### src/rtl/gmii_pkg.sv
// Shared types, constants and the byte-wise CRC32 step for the GMII transmit framer.
package gmii_pkg;

   typedef enum logic [3:0] {
      TX_IDLE,
      TX_PREAMBLE,
      TX_SFD,
      TX_DATA,
      TX_PAD,
      TX_FCS,
      TX_ERR,
      TX_DRAIN,
      TX_IFG
   } tx_state_e;

   localparam logic [7:0]  GMII_PREAMBLE = 8'h55;
   localparam logic [7:0]  GMII_SFD      = 8'hD5;
   localparam logic [31:0] CRC32_POLY    = 32'hEDB88320;
   localparam logic [31:0] CRC32_INIT    = 32'hFFFFFFFF;
   localparam logic [31:0] CRC32_RESIDUE = 32'hDEBB20E3;

   // Reflected CRC32: fold the byte into the low bits, then shift out LSB first.
   function automatic logic [31:0] crc32_byte(input logic [31:0] crc, input logic [7:0] data);
      logic [31:0] c;
      c = crc ^ {24'h0, data};
      for (int i = 0; i < 8; i++) begin
         c = c[0] ? ((c >> 1) ^ CRC32_POLY) : (c >> 1);
      end
      return c;
   endfunction

endpackage

### src/rtl/crc32_d8.sv
// Registered CRC32, one byte per cycle. init restarts from CRC32_INIT and may
// absorb a byte in the same cycle when en is also high.
module crc32_d8
   import gmii_pkg::*;
(
   input  logic        clk,
   input  logic        arst_n,
   input  logic        init,
   input  logic        en,
   input  logic [7:0]  data,
   output logic [31:0] crc
);

   logic [31:0] crc_q;

   always_ff @(posedge clk or negedge arst_n) begin
      if (!arst_n) begin
         crc_q <= CRC32_INIT;
      end else if (init) begin
         crc_q <= en ? crc32_byte(CRC32_INIT, data) : CRC32_INIT;
      end else if (en) begin
         crc_q <= crc32_byte(crc_q, data);
      end
   end

   assign crc = crc_q;

endmodule

### src/rtl/gmii_tx_framer.sv
// GMII transmit framer: preamble/SFD, data, zero pad, FCS and inter-frame gap.
// Output registers are loaded with the byte that goes on the wire next cycle.
module gmii_tx_framer
   import gmii_pkg::*;
#(
   parameter int MIN_FRAME_BYTES = 60,
   parameter int IFG_CYCLES      = 12,
   parameter int PREAMBLE_LEN    = 7
) (
   input  logic       clk,
   input  logic       arst_n,
   input  logic [7:0] in_tdata,
   input  logic       in_tvalid,
   input  logic       in_tlast,
   output logic       in_tready,
   output logic [7:0] gmii_txd,
   output logic       gmii_txen,
   output logic       gmii_txer,
   output logic       frame_sent,
   output logic       underrun,
   output tx_state_e  dbg_state_o
);

   localparam int               IFGW     = $clog2(IFG_CYCLES + 2);
   localparam logic [IFGW-1:0]  IFG_LAST = IFGW'(IFG_CYCLES);
   localparam logic [11:0]      MIN_LEN  = 12'(MIN_FRAME_BYTES);
   localparam logic [10:0]      PRE_LAST = 11'(PREAMBLE_LEN - 1);

   tx_state_e       state_q;
   logic [10:0]     cnt_q;
   logic [IFGW-1:0] ifg_q;
   logic            last_seen_q;
   logic [7:0]      txd_q;
   logic            txen_q, txer_q, sent_q, underrun_q;

   logic            crc_init, crc_en;
   logic [7:0]      crc_data;
   logic [31:0]     crc, fcs;
   logic [7:0]      fcs_byte;
   logic [10:0]     cnt_inc;
   logic [11:0]     cnt_p1;
   logic [IFGW-1:0] ifg_inc;

   // Handshake: a byte moves when in_tvalid & in_tready; in_tready depends on state only.
   assign in_tready = (state_q == TX_SFD) || (state_q == TX_DATA) || (state_q == TX_DRAIN);

   assign fcs      = ~crc;
   assign fcs_byte = fcs[{cnt_q[1:0], 3'b000} +: 8];
   assign cnt_p1   = {1'b0, cnt_q} + 12'd1;
   assign cnt_inc  = (cnt_q == 11'h7FF) ? cnt_q : cnt_q + 11'd1;
   assign ifg_inc  = (ifg_q == IFG_LAST) ? ifg_q : ifg_q + IFGW'(1);

   always_comb begin
      crc_init = (state_q == TX_SFD);
      crc_en   = 1'b0;
      crc_data = in_tdata;
      case (state_q)
         TX_SFD, TX_DATA: crc_en = in_tvalid;
         TX_PAD: begin
            crc_en   = 1'b1;
            crc_data = 8'h00;
         end
         default: ;
      endcase
   end

   crc32_d8 u_crc (
      .clk    (clk),
      .arst_n (arst_n),
      .init   (crc_init),
      .en     (crc_en),
      .data   (crc_data),
      .crc    (crc)
   );

   always_ff @(posedge clk or negedge arst_n) begin
      if (!arst_n) begin
         state_q     <= TX_IDLE;
         cnt_q       <= '0;
         ifg_q       <= '0;
         last_seen_q <= 1'b0;
         txd_q       <= 8'h00;
         txen_q      <= 1'b0;
         txer_q      <= 1'b0;
         sent_q      <= 1'b0;
         underrun_q  <= 1'b0;
      end else begin
         txer_q     <= 1'b0;
         sent_q     <= 1'b0;
         underrun_q <= 1'b0;
         case (state_q)
            TX_IDLE: begin
               txd_q  <= 8'h00;
               txen_q <= 1'b0;
               if (in_tvalid) begin
                  state_q <= TX_PREAMBLE;
                  txd_q   <= GMII_PREAMBLE;
                  txen_q  <= 1'b1;
                  cnt_q   <= '0;
               end
            end
            TX_PREAMBLE: begin
               txen_q <= 1'b1;
               if (cnt_q == PRE_LAST) begin
                  state_q     <= TX_SFD;
                  txd_q       <= GMII_SFD;
                  cnt_q       <= '0;
                  last_seen_q <= 1'b0;
               end else begin
                  txd_q <= GMII_PREAMBLE;
                  cnt_q <= cnt_inc;
               end
            end
            TX_SFD, TX_DATA: begin
               txen_q <= 1'b1;
               if (in_tvalid) begin
                  txd_q   <= in_tdata;
                  cnt_q   <= cnt_inc;
                  state_q <= TX_DATA;
                  if (in_tlast) begin
                     last_seen_q <= 1'b1;
                     if (cnt_p1 < MIN_LEN) begin
                        state_q <= TX_PAD;
                     end else begin
                        state_q <= TX_FCS;
                        cnt_q   <= '0;
                     end
                  end
               end else begin
                  // Source ran dry mid-frame: poison the frame instead of sending an FCS.
                  state_q    <= TX_ERR;
                  txd_q      <= 8'h00;
                  txer_q     <= 1'b1;
                  underrun_q <= 1'b1;
                  ifg_q      <= '0;
               end
            end
            TX_PAD: begin
               txen_q <= 1'b1;
               txd_q  <= 8'h00;
               cnt_q  <= cnt_inc;
               if (cnt_p1 >= MIN_LEN) begin
                  state_q <= TX_FCS;
                  cnt_q   <= '0;
               end
            end
            TX_FCS: begin
               txen_q <= 1'b1;
               txd_q  <= fcs_byte;
               cnt_q  <= cnt_inc;
               if (cnt_q[1:0] == 2'd3) begin
                  state_q <= TX_IFG;
                  sent_q  <= 1'b1;
                  ifg_q   <= '0;
               end
            end
            TX_ERR: begin
               txen_q  <= 1'b0;
               txd_q   <= 8'h00;
               ifg_q   <= ifg_inc;
               state_q <= last_seen_q ? TX_IFG : TX_DRAIN;
            end
            TX_DRAIN: begin
               txen_q <= 1'b0;
               txd_q  <= 8'h00;
               ifg_q  <= ifg_inc;
               if (in_tvalid && in_tlast) begin
                  state_q <= TX_IFG;
               end
            end
            TX_IFG: begin
               txen_q <= 1'b0;
               txd_q  <= 8'h00;
               // ifg_q counts from the cycle the last byte is on the wire.
               if (ifg_q == IFG_LAST) begin
                  if (in_tvalid) begin
                     state_q <= TX_PREAMBLE;
                     txd_q   <= GMII_PREAMBLE;
                     txen_q  <= 1'b1;
                     cnt_q   <= '0;
                  end else begin
                     state_q <= TX_IDLE;
                  end
               end else begin
                  ifg_q <= ifg_inc;
               end
            end
            default: state_q <= TX_IDLE;
         endcase
      end
   end

   assign gmii_txd    = txd_q;
   assign gmii_txen   = txen_q;
   assign gmii_txer   = txer_q;
   assign frame_sent  = sent_q;
   assign underrun    = underrun_q;
   assign dbg_state_o = state_q;

endmodule

### config.mk
export PLATFORM = sky130hd
export DESIGN_NAME = gmii_tx_framer
export DESIGN_NICKNAME = d
export VERILOG_FILES = /design/src/rtl/gmii_pkg.sv /design/src/rtl/crc32_d8.sv /design/src/rtl/gmii_tx_framer.sv
export SDC_FILE = /design/constraint.sdc
export NUM_CORES = 1
export LEC_CHECK = 0
export BUFFER_PORTS_ARGS = -buffer_cell sky130_fd_sc_hd__buf_2
export CAP_MARGIN = 0
export CORE_AREA = 3 3 143 104
export CTS_CLUSTER_DIAMETER = 40
export DETAILED_ROUTE_END_ITERATION = 12
export DIE_AREA = 0 0 146 107
export GPL_TIMING_DRIVEN = 0
export PLACE_DENSITY = 0.64
export SLEW_MARGIN = 0
export SYNTH_ARGS = -nofsm -noshare
export SYNTH_HDL_FRONTEND = slang
export SYNTH_HIERARCHICAL = 1
export SYNTH_SLANG_ARGS = --single-unit
### constraint.sdc
create_clock -name clk -period 3.1 [get_ports clk]
set_input_delay 0.31 -clock clk [delete_from_list [all_inputs] [get_ports clk]]
set_output_delay 0.31 -clock clk [all_outputs]
set_load 0.01 [all_outputs]
Word level (Yosys, flattened, before mapping)
Cells that the tools add are included.
{"block": "classes", "addsub": 3, "n_lt_le_gt_ge": 2, "eq_ne": 22, "shift": 1, "mux": 63, "bitwise": 19, "n_reduce_logical": 18}
{"op": "$mux W32", "count": 19}
{"op": "$not A13 Y14", "count": 16}
{"op": "$mux W11", "count": 8}
{"op": "$pmux W11 S6", "count": 1}
{"op": "$mux W4", "count": 12}
{"op": "$pmux W8 S6", "count": 1}
{"op": "$mux W8", "count": 4}
{"op": "$not A32 Y32", "count": 1}
{"op": "$not A8 Y32", "count": 1}
{"op": "$pmux W4 S8", "count": 1}
{"op": "$shiftx A32 B6 Y8", "count": 1}
{"op": "$xor A32 B8 Y32", "count": 1}
{"op": "$ne A2 B2 Y1 const B", "count": 9}
{"op": "$eq A4 B3 Y1 const B", "count": 4}
{"op": "$pmux W4 S4", "count": 1}
{"op": "$add A11 B1 Y12 const B", "count": 1}
{"op": "$ge A12 B6 Y1 const B", "count": 1}
{"op": "$lt A12 B6 Y1 const B", "count": 1}
{"op": "$reduce_bool A6 Y1", "count": 2}
{"op": "$add A11 B1 Y11 const B", "count": 1}
{"op": "$eq A11 B11 Y1 const B", "count": 1}
{"op": "$eq A11 B3 Y1 const B", "count": 1}
{"op": "$mux W1", "count": 11}
{"op": "$eq A4 B2 Y1 const B", "count": 2}
{"op": "other kinds (20)", "count": 27}
{"block": "word_totals", "register_bits": 63, "input_bits": 12, "elab_cells": 137}

Longest topological paths before layout
Gate-level depths: netlist of the first run.
{"block": "depth", "ltp_word": 21, "mapped_depth": 11}

Modules after synthesis
The synthesis of the first run kept the hierarchy.
{"module": "crc32_d8", "instances": 1, "cells_each": 257, "area_each_um2": 3019.1}
{"module": "gmii_tx_framer", "instances": 1, "cells_each": 246, "area_each_um2": 2383.5}

Worst setup path before layout of the first run
OpenSTA, ideal clock, no wires.
{"block": "synth_path", "path_type": "register to register", "startpoint": "register state_q[1], in the netlist dbg_state_o[1]", "endpoint": "register u_crc.crc_q[17], in the netlist u_crc/crc[17]", "setup_time_ns": 0.098, "t_arrival_ns": 2.767, "setup_slack_ns": 0.234, "path_stages_with_launch": 10, "path_buffers": 3, "synth_period_minus_slack_ns": 2.866, "path_cell_list": "dfrtp_1 buf_2 or3_1 clkbuf_1 and2_1 buf_2 xnor2_4 xnor3_1 xor3_1 a221oi_1"}
{"item": "start, declared", "line_no": "gmii_tx_framer.sv:29", "text": "tx_state_e state_q;"}
{"item": "start signal, assigned", "line_no": "gmii_tx_framer.sv:161", "text": "state_q <= last_seen_q ? TX_IFG : TX_DRAIN;"}
{"item": "$eq A4 B3 Y1 (*)", "line_no": "gmii_tx_framer.sv:57", "text": "case (state_q)"}
{"item": "$mux W8 (*)", "line_no": "gmii_tx_framer.sv:57"}
{"item": "net crc_data[5]", "line_no": "gmii_tx_framer.sv:37", "text": "logic [7:0] crc_data;"}
{"item": "$xor A32 B8 Y32 or $not A8 Y32 (tied branches)"}
{"item": "$mux W32 (8 in a row)", "line_no": "gmii_pkg.sv:27", "text": "c = c[0] ? ((c >> 1) ^ CRC32_POLY) : (c >> 1);"}
{"item": "$mux W32, on equally long branches", "line_no": "crc32_d8.sv:21, crc32_d8.sv:20"}
{"item": "$mux W32 (*)", "line_no": "crc32_d8.sv:19", "text": "end else if (init) begin"}
{"item": "end signal, assigned", "line_no": "crc32_d8.sv:20", "text": "crc_q <= en ? crc32_byte(CRC32_INIT, data) : CRC32_INIT;"}
{"item": "end signal, assigned", "line_no": "crc32_d8.sv:22", "text": "crc_q <= crc32_byte(crc_q, data);"}
{"item": "end, declared", "line_no": "crc32_d8.sv:14", "text": "logic [31:0] crc_q;"}
The timed path passes the listed nets; every way through them passes the cells marked *. The select of a mux whose other input is x is not followed.
A chain may end at the register's enable or synchronous reset.

Worst setup path after layout of the first run
{"block": "layout_path", "startpoint": "register state_q[3], in the netlist dbg_state_o[3]", "endpoint": "register u_crc.crc_q[19], in the netlist u_crc/crc[19]"}
{"item": "$eq A4 B3 Y1 (*)", "line_no": "gmii_tx_framer.sv:57"}
{"item": "$mux W8 (*)", "line_no": "gmii_tx_framer.sv:57"}
{"item": "net crc_data[3]", "line_no": "gmii_tx_framer.sv:37"}
{"item": "$xor A32 B8 Y32 or $not A8 Y32 (tied branches)"}
{"item": "$mux W32 (5 in a row)", "line_no": "gmii_pkg.sv:27"}
{"item": "$not A13 Y14 (no source line)"}
{"item": "$mux W32", "line_no": "gmii_pkg.sv:27"}
{"item": "$not A13 Y14 (no source line)"}
{"item": "$mux W32", "line_no": "gmii_pkg.sv:27"}
{"item": "$not A13 Y14 (no source line)"}
{"item": "$mux W32", "line_no": "gmii_pkg.sv:27"}
{"item": "$mux W32, on equally long branches", "line_no": "crc32_d8.sv:21, crc32_d8.sv:20"}
{"item": "$mux W32 (*)", "line_no": "crc32_d8.sv:19"}
Marks and branches as above.

==> impl_metrics.yaml, run 1 <==
timing:
  maxClockFrequency_ghz: 0.336
  max-slew-margin-rel_pct: 41.0
  final_critical_path_setup_slack_ns: 0.123
  grt_setup_unrepaired: "no"
  timing.final.max_slew_violations: 0
  max_slew.worst_pin.slew_ns: 0.881
  fin_crit_ns: 2.98
  timing_hold_violations_final: 0
  skew_ns: 0.00608
  setup_viol: 0
  final.period_utilization_pct: 96.0
grt:
  grt-ovfl-total: 0
  grt_first_pass_wirelength_um: 23500
  globalRouteTotalUtil_pct: 19.1
  initial_antenna_violation_count: 0
  first_global_vias: 4075
  grt_start_max_net_pins: 64
floorplan:
  floorplan_core_area_um2: 13600
  fp-row-count: 36
  die_height_um: 107
  floorplan.initialDensity_pct: 39.6
  die_area_um2: 15600
  floorplan.io_pins: 29
  fp.dieW_um: 146
clocking:
  cts_tree: "built"
  post_cts_hold_buffer_count: 0
  cts.sink_count: 63
  cts_buffers: 9
  worstSkewPairLatency_ns: 0.32
  clk_transition_reported_paths_ns: 0.06
  cts_max_level: 3
  clock_tree.buffer_depth: 2
  cts.root.buffer_cell: "sky130_fd_sc_hd__clkbuf_16"
synth:
  most_numerous_cell_in_the_yosys_netlist: "sky130_fd_sc_hd__nor2_1"
  synth.ff_latch_count: 63
  yosys_most_used_dff: "sky130_fd_sc_hd__dfstp_2"
  synth_nets: 519
  postSynthAreaPerCell_um2: 10.7
  sequential_to_total_area_share_from_yosys_stat_pct: 29.9
  postSynthCellCount: 503
  top_area_cell_type_share_of_the_netlist_area_pct: 15.6
  post_synthesis_cell_area_um2: 5400
  synth.largest_area_cell: "sky130_fd_sc_hd__dfstp_2"
  synth_edf_count: 0
  synth_top_cells_by_area: "sky130_fd_sc_hd__dfstp_2 16%, sky130_fd_sc_hd__dfrtp_1 14%, sky130_fd_sc_hd__xnor3_1 7.9%"
  synthDistinctLibCells: 78
  async_reset_ff_share_pct: 100
  synthesis_warnings: 6
  synthTopCellsByCount: "41 x sky130_fd_sc_hd__nor2_1, 40 x sky130_fd_sc_hd__xnor2_1, 32 x sky130_fd_sc_hd__dfstp_2"
layout:
  number_of_nets_in_the_layout: 564
  p_r_area_growth_vs_syn_pct: 15.3
  stdcell_count: 743
  drive_gt1_share_pct: 30.0
  num-fill-cells: 1272
  antenna_cells: 0
worst_setup_path:
  end_kind: "flip-flop"
  cp_max_fo: 10
  crit-reg2reg-launch: "dbg_state_o[3]"
  critPathArrivalTime_ns: 3.21
  slack_of_the_worst_reg_to_reg_path_ns: 0.12
  start_kind: "flip-flop"
  worstPathRequired_ns: 3.33
  rr_worst_depth: 9
  worstSetupPathType: "flip-flop to flip-flop"
  critical_path.startpoint: "dbg_state_o[3]"
  timing.rr.end: "u_crc/crc[19]"
placed_design:
  place_congestion: 0.873
  port-buffer-count: 27
  preCtsSetupSlack_ns: -0.248
  dpl.cell_count: 720
  place_hpwl_um: 10800
detailed_routing:
  initialDrtViolationCount: 507
  first_pass_iters: 5
  route.vias.total: 4179
  mean_number_of_vias_per_cell: 5.62
  wl_per_cell_um: 19.6
  drc: 0
  detail-route-antenna-nets: 0
  finalWirelength_um: 14500
status:
  run_status: "complete, no violations"
job:
  cap_viol_max_count: 0
worst_hold_path:
  hold_class: "input pin to async pin"
how the worst max path moves through the flow:
stage | to | depth (start not counted)
detailed placement | u_crc/crc[17] | 9
global placement | u_crc/crc[17] | 9
global route | u_crc/crc[25] | 9
finish | u_crc/crc[19] | 9
floorplan | u_crc/crc[17] | 9
CTS | u_crc/crc[21] | 9
critical path, cell delays in order (launching register included):
cell	delay, ns
sky130_fd_sc_hd__dfrtp_1	0.38
sky130_fd_sc_hd__nand2b_2	0.23
sky130_fd_sc_hd__or3_4	0.42
sky130_fd_sc_hd__and2_1	0.18
sky130_fd_sc_hd__buf_2	0.23
sky130_fd_sc_hd__xor2_4	0.23
sky130_fd_sc_hd__buf_12	0.15
sky130_fd_sc_hd__xor2_4	0.32
sky130_fd_sc_hd__xnor3_1	0.47
sky130_fd_sc_hd__a221oi_2	0.26
per-layer routing:
| layer | up-vias | GRT usage [%] | wire, µm |
|---|---|---|---|
| met5 | - | 0 | 0 |
| met4 | 0 | 3.49 | 170 |
| met3 | 19 | 4.06 | 1080 |
| met2 | 183 | 26.5 | 6090 |
| met1 | 2076 | 30.4 | 7200 |
| li1 | 1901 | - | - |
cells by family after synthesis:
kind of cell             count (synthesis)  share of synthesized area [%]
AND/OR/NAND/NOR                        128                           12.3
XOR/XNOR                               102                           28.3
buffers and inverters                   54                           5.16
adder cells (fa/ha/maj)                  4                          0.926
AO/OA/AOI/OAI                          142                           19.7
multiplexers                            10                           3.77
flip-flops                              63                           29.9
state kept, by name (all words and copies together) (netlist names):
name	count
u_crc/crc	32
cnt_q	11
gmii_txd	8
dbg_state_o	4
ifg_q	4
frame_sent	1
gmii_txen	1
last_seen_q	1
underrun	1
layout by cell type, fill, tap and decap left out, drive strengths merged, types with 11 or more instances in the layout:
cell type	synthesis	layout
a21oi	31	31
and2	11	11
buf	23	57
clkbuf	21	31
dfrtp	31	31
dfstp	32	32
nand2	24	24
nor2	41	41
o21a	11	11
o21ai	28	28
o22ai	22	22
xnor2	46	46
xnor3	20	20
xor2	23	23
xor3	13	13
layout make-up:
class / instances / area (µm²) / area share [%]
flip-flops and latches: 63 / 1620 / 26.0
clock inverters: 6 / 61.3 / 0.984
repair buffers: 35 / 210 / 3.37
multi-input cells: 386 / 3590 / 57.6
clock buffers: 10 / 229 / 3.68
inverters: 10 / 37.5 / 0.603
plain buffers: 43 / 248 / 3.98
well taps: 190 / 238 / 3.82
stage by stage:
step                setup TNS, ns  cell area [µm²]  hold WS (ns)  utilization (%)
finish                          0             6230        0.0788             45.6
global route                    0             6230         0.139             45.6
CTS                             0             6090         0.120             44.6
detailed placement          -2.29             5780         0.471             42.3
global placement            -2.44             5780         0.495             42.3
floorplan                       0             5400        0.0144                -
what timing repair did:
item | 4_1_cts | 5_1_grt
pin swaps | 0 | 4
setup buffers | 0 | 8
resized for setup | 5 | 15
endpoints found under the setup margin | 20 | 19
endpoints found under the hold margin | 0 | 0
Power of run 1 is left out: the tool's default activity adds up to more than one toggle a clock period on the data nets, which glitch-free logic cannot reach.
==> run 2: changes to the inputs <==
CORE_AREA = 8 8 148 109   (was 3 3 143 104)
DIE_AREA = 0 0 156 117   (was 0 0 146 107)
==> impl_metrics.yaml, run 2 (synthesis gave the netlist of run 1 again) <==
status:
  run_status: "complete, no violations"
grt:
  grt_util_met3_pct: 3.71
  gr-usage-met1_pct: 25.2
  grt_use_met2_pct: 22.9
  initial_antenna_violation_count: 0
  grt-ovfl-total: 0
  first_global_vias: 4029
  grt_first_pass_wirelength_um: 23300
  globalRouteTotalUtil_pct: 16.5
  gr-max-usage-layer: "met1"
  grt_start_max_net_pins: 64
timing:
  totalNegativeSetupSlack_ns: 0
  max-slew-margin-rel_pct: 38.6
  final.period_utilization_pct: 96.9
  fin_crit_ns: 3.00
  skew_ns: 0.00647
  setup_viol: 0
  timing_hold_violations_final: 0
  maxClockFrequency_ghz: 0.333
  worst_hold_slack_ns: 0.0509
  grt_setup_unrepaired: "no"
  final_critical_path_setup_slack_ns: 0.0965
  timing.final.max_slew_violations: 0
  max_slew.worst_pin.slew_ns: 0.917
worst_setup_path:
  crit-reg2reg-launch: "dbg_state_o[3]"
  rr_worst_depth: 10
  timing.rr.end: "u_crc/crc[19]"
  worstPathRequired_ns: 3.35
  critPathMostFrequentCell: "sky130_fd_sc_hd__buf_4"
  slack_of_the_worst_reg_to_reg_path_ns: 0.1
  slowest_delay_ns: 0.44
  critPathArrivalTime_ns: 3.25
  end_kind: "flip-flop"
  start_kind: "flip-flop"
  critical_path.cell_chain: "nand2b_1 -> or3_4 -> and2_1 -> buf_2 -> xnor2_4 -> buf_4 -> buf_4 -> xnor2_1 -> xnor3_1 -> a221oi_2"
  cp_max_fo: 10
  worstSetupPathType: "flip-flop to flip-flop"
  crit_path_top_delay_cell: "sky130_fd_sc_hd__or3_4"
layout:
  number_of_nets_in_the_layout: 575
  stdcell_count: 759
  most-common-layout-cells: "41 x sky130_fd_sc_hd__nor2_1, 38 x sky130_fd_sc_hd__xnor2_1, 36 x sky130_fd_sc_hd__buf_2"
  final_common_cell: "sky130_fd_sc_hd__nor2_1"
  num-fill-cells: 1281
  flip_flop_count_of_the_largest_register_all_copies_and_words_added: 32
  p_r_area_growth_vs_syn_pct: 17.5
  antenna_cells: 0
  drive_gt1_share_pct: 31.4
placed_design:
  port-buffer-count: 27
  place_congestion: 0.874
  preCtsSetupSlack_ns: -0.230
  place_hpwl_um: 10800
  dpl.cell_count: 725
detailed_routing:
  wl_per_cell_um: 19.5
  mean_number_of_vias_per_cell: 5.57
  drc: 0
  first_pass_iters: 6
  finalWirelength_um: 14800
  initialDrtViolationCount: 485
  detail-route-antenna-nets: 0
  route.vias.total: 4228
floorplan:
  die_area_um2: 18300
  fp-row-count: 37
  die_height_um: 117
  floorplan.initialDensity_pct: 38.5
  fp.dieW_um: 156
  floorplan_core_area_um2: 14000
  floorplan.io_pins: 29
job:
  cap_viol_max_count: 0
clocking:
  clk_transition_reported_paths_ns: 0.06
  cts.sink_count: 63
  clock_tree.buffer_depth: 2
  cts_tree: "built"
  cts_max_level: 3
  cts_buffers: 9
  worstSkewPairLatency_ns: 0.33
  cts.root.buffer_cell: "sky130_fd_sc_hd__clkbuf_16"
worst_hold_path:
  hold_class: "input pin to async pin"
run 2: worst max path at each step:
stage,start,endpoint,slack (ns),depth (start not counted)
after CTS,dbg_state_o[2],u_crc/crc[17],0.02,8
after global placement,dbg_state_o[2],u_crc/crc[24],-0.16,9
after detailed placement,dbg_state_o[2],u_crc/crc[24],-0.23,9
after floorplan,dbg_state_o[1],u_crc/crc[17],0.23,9
after global routing,dbg_state_o[3],u_crc/crc[19],0.004,10
final,dbg_state_o[3],u_crc/crc[19],0.1,10
run 2: per-stage QoR:
| step | utilization (%) | instance area, µm² |
|---|---|---|
| floorplan | - | 5400 |
| global placement | 41.2 | 5780 |
| detailed placement | 41.2 | 5780 |
| CTS | 43.6 | 6120 |
| global route | 45.3 | 6350 |
| finish | 45.3 | 6350 |
run 2: layer usage:
| metal | up-vias | wire length (µm) |
|---|---|---|
| met5 | - | 0 |
| met3 | 12 | 1210 |
| met1 | 2088 | 7280 |
| met2 | 198 | 6130 |
| li1 | 1930 | - |
| met4 | 0 | 155 |
run 2: layout make-up:
type,count,area (µm²),share of cell area (%)
sequential,63,1620,25.5
timing repair buffer,46,305,4.81
multi-input combinational,386,3600,56.7
clock inverter,6,60.1,0.946
buffer,43,246,3.88
tap,195,244,3.84
clock buffer,10,239,3.76
inverter,10,37.5,0.591
run 2: timing repair:
item                       4_1_cts  5_1_grt
hold buffers                     0        0
gates resized for setup          5       15
pin swaps                        1        6
setup buffers                    1       18
setup endpoints to repair       19       21
run 2: critical path: cells and delay by family, from the launching register on:
kind	cells	cell delay, ns
buffers and inverters	3	0.53
XOR/XNOR	3	0.89
AO/OA/AOI/OAI	1	0.25
flip-flops	1	0.38
AND/OR/NAND/NOR	3	0.86
Power of run 2 is left out for the same reason.
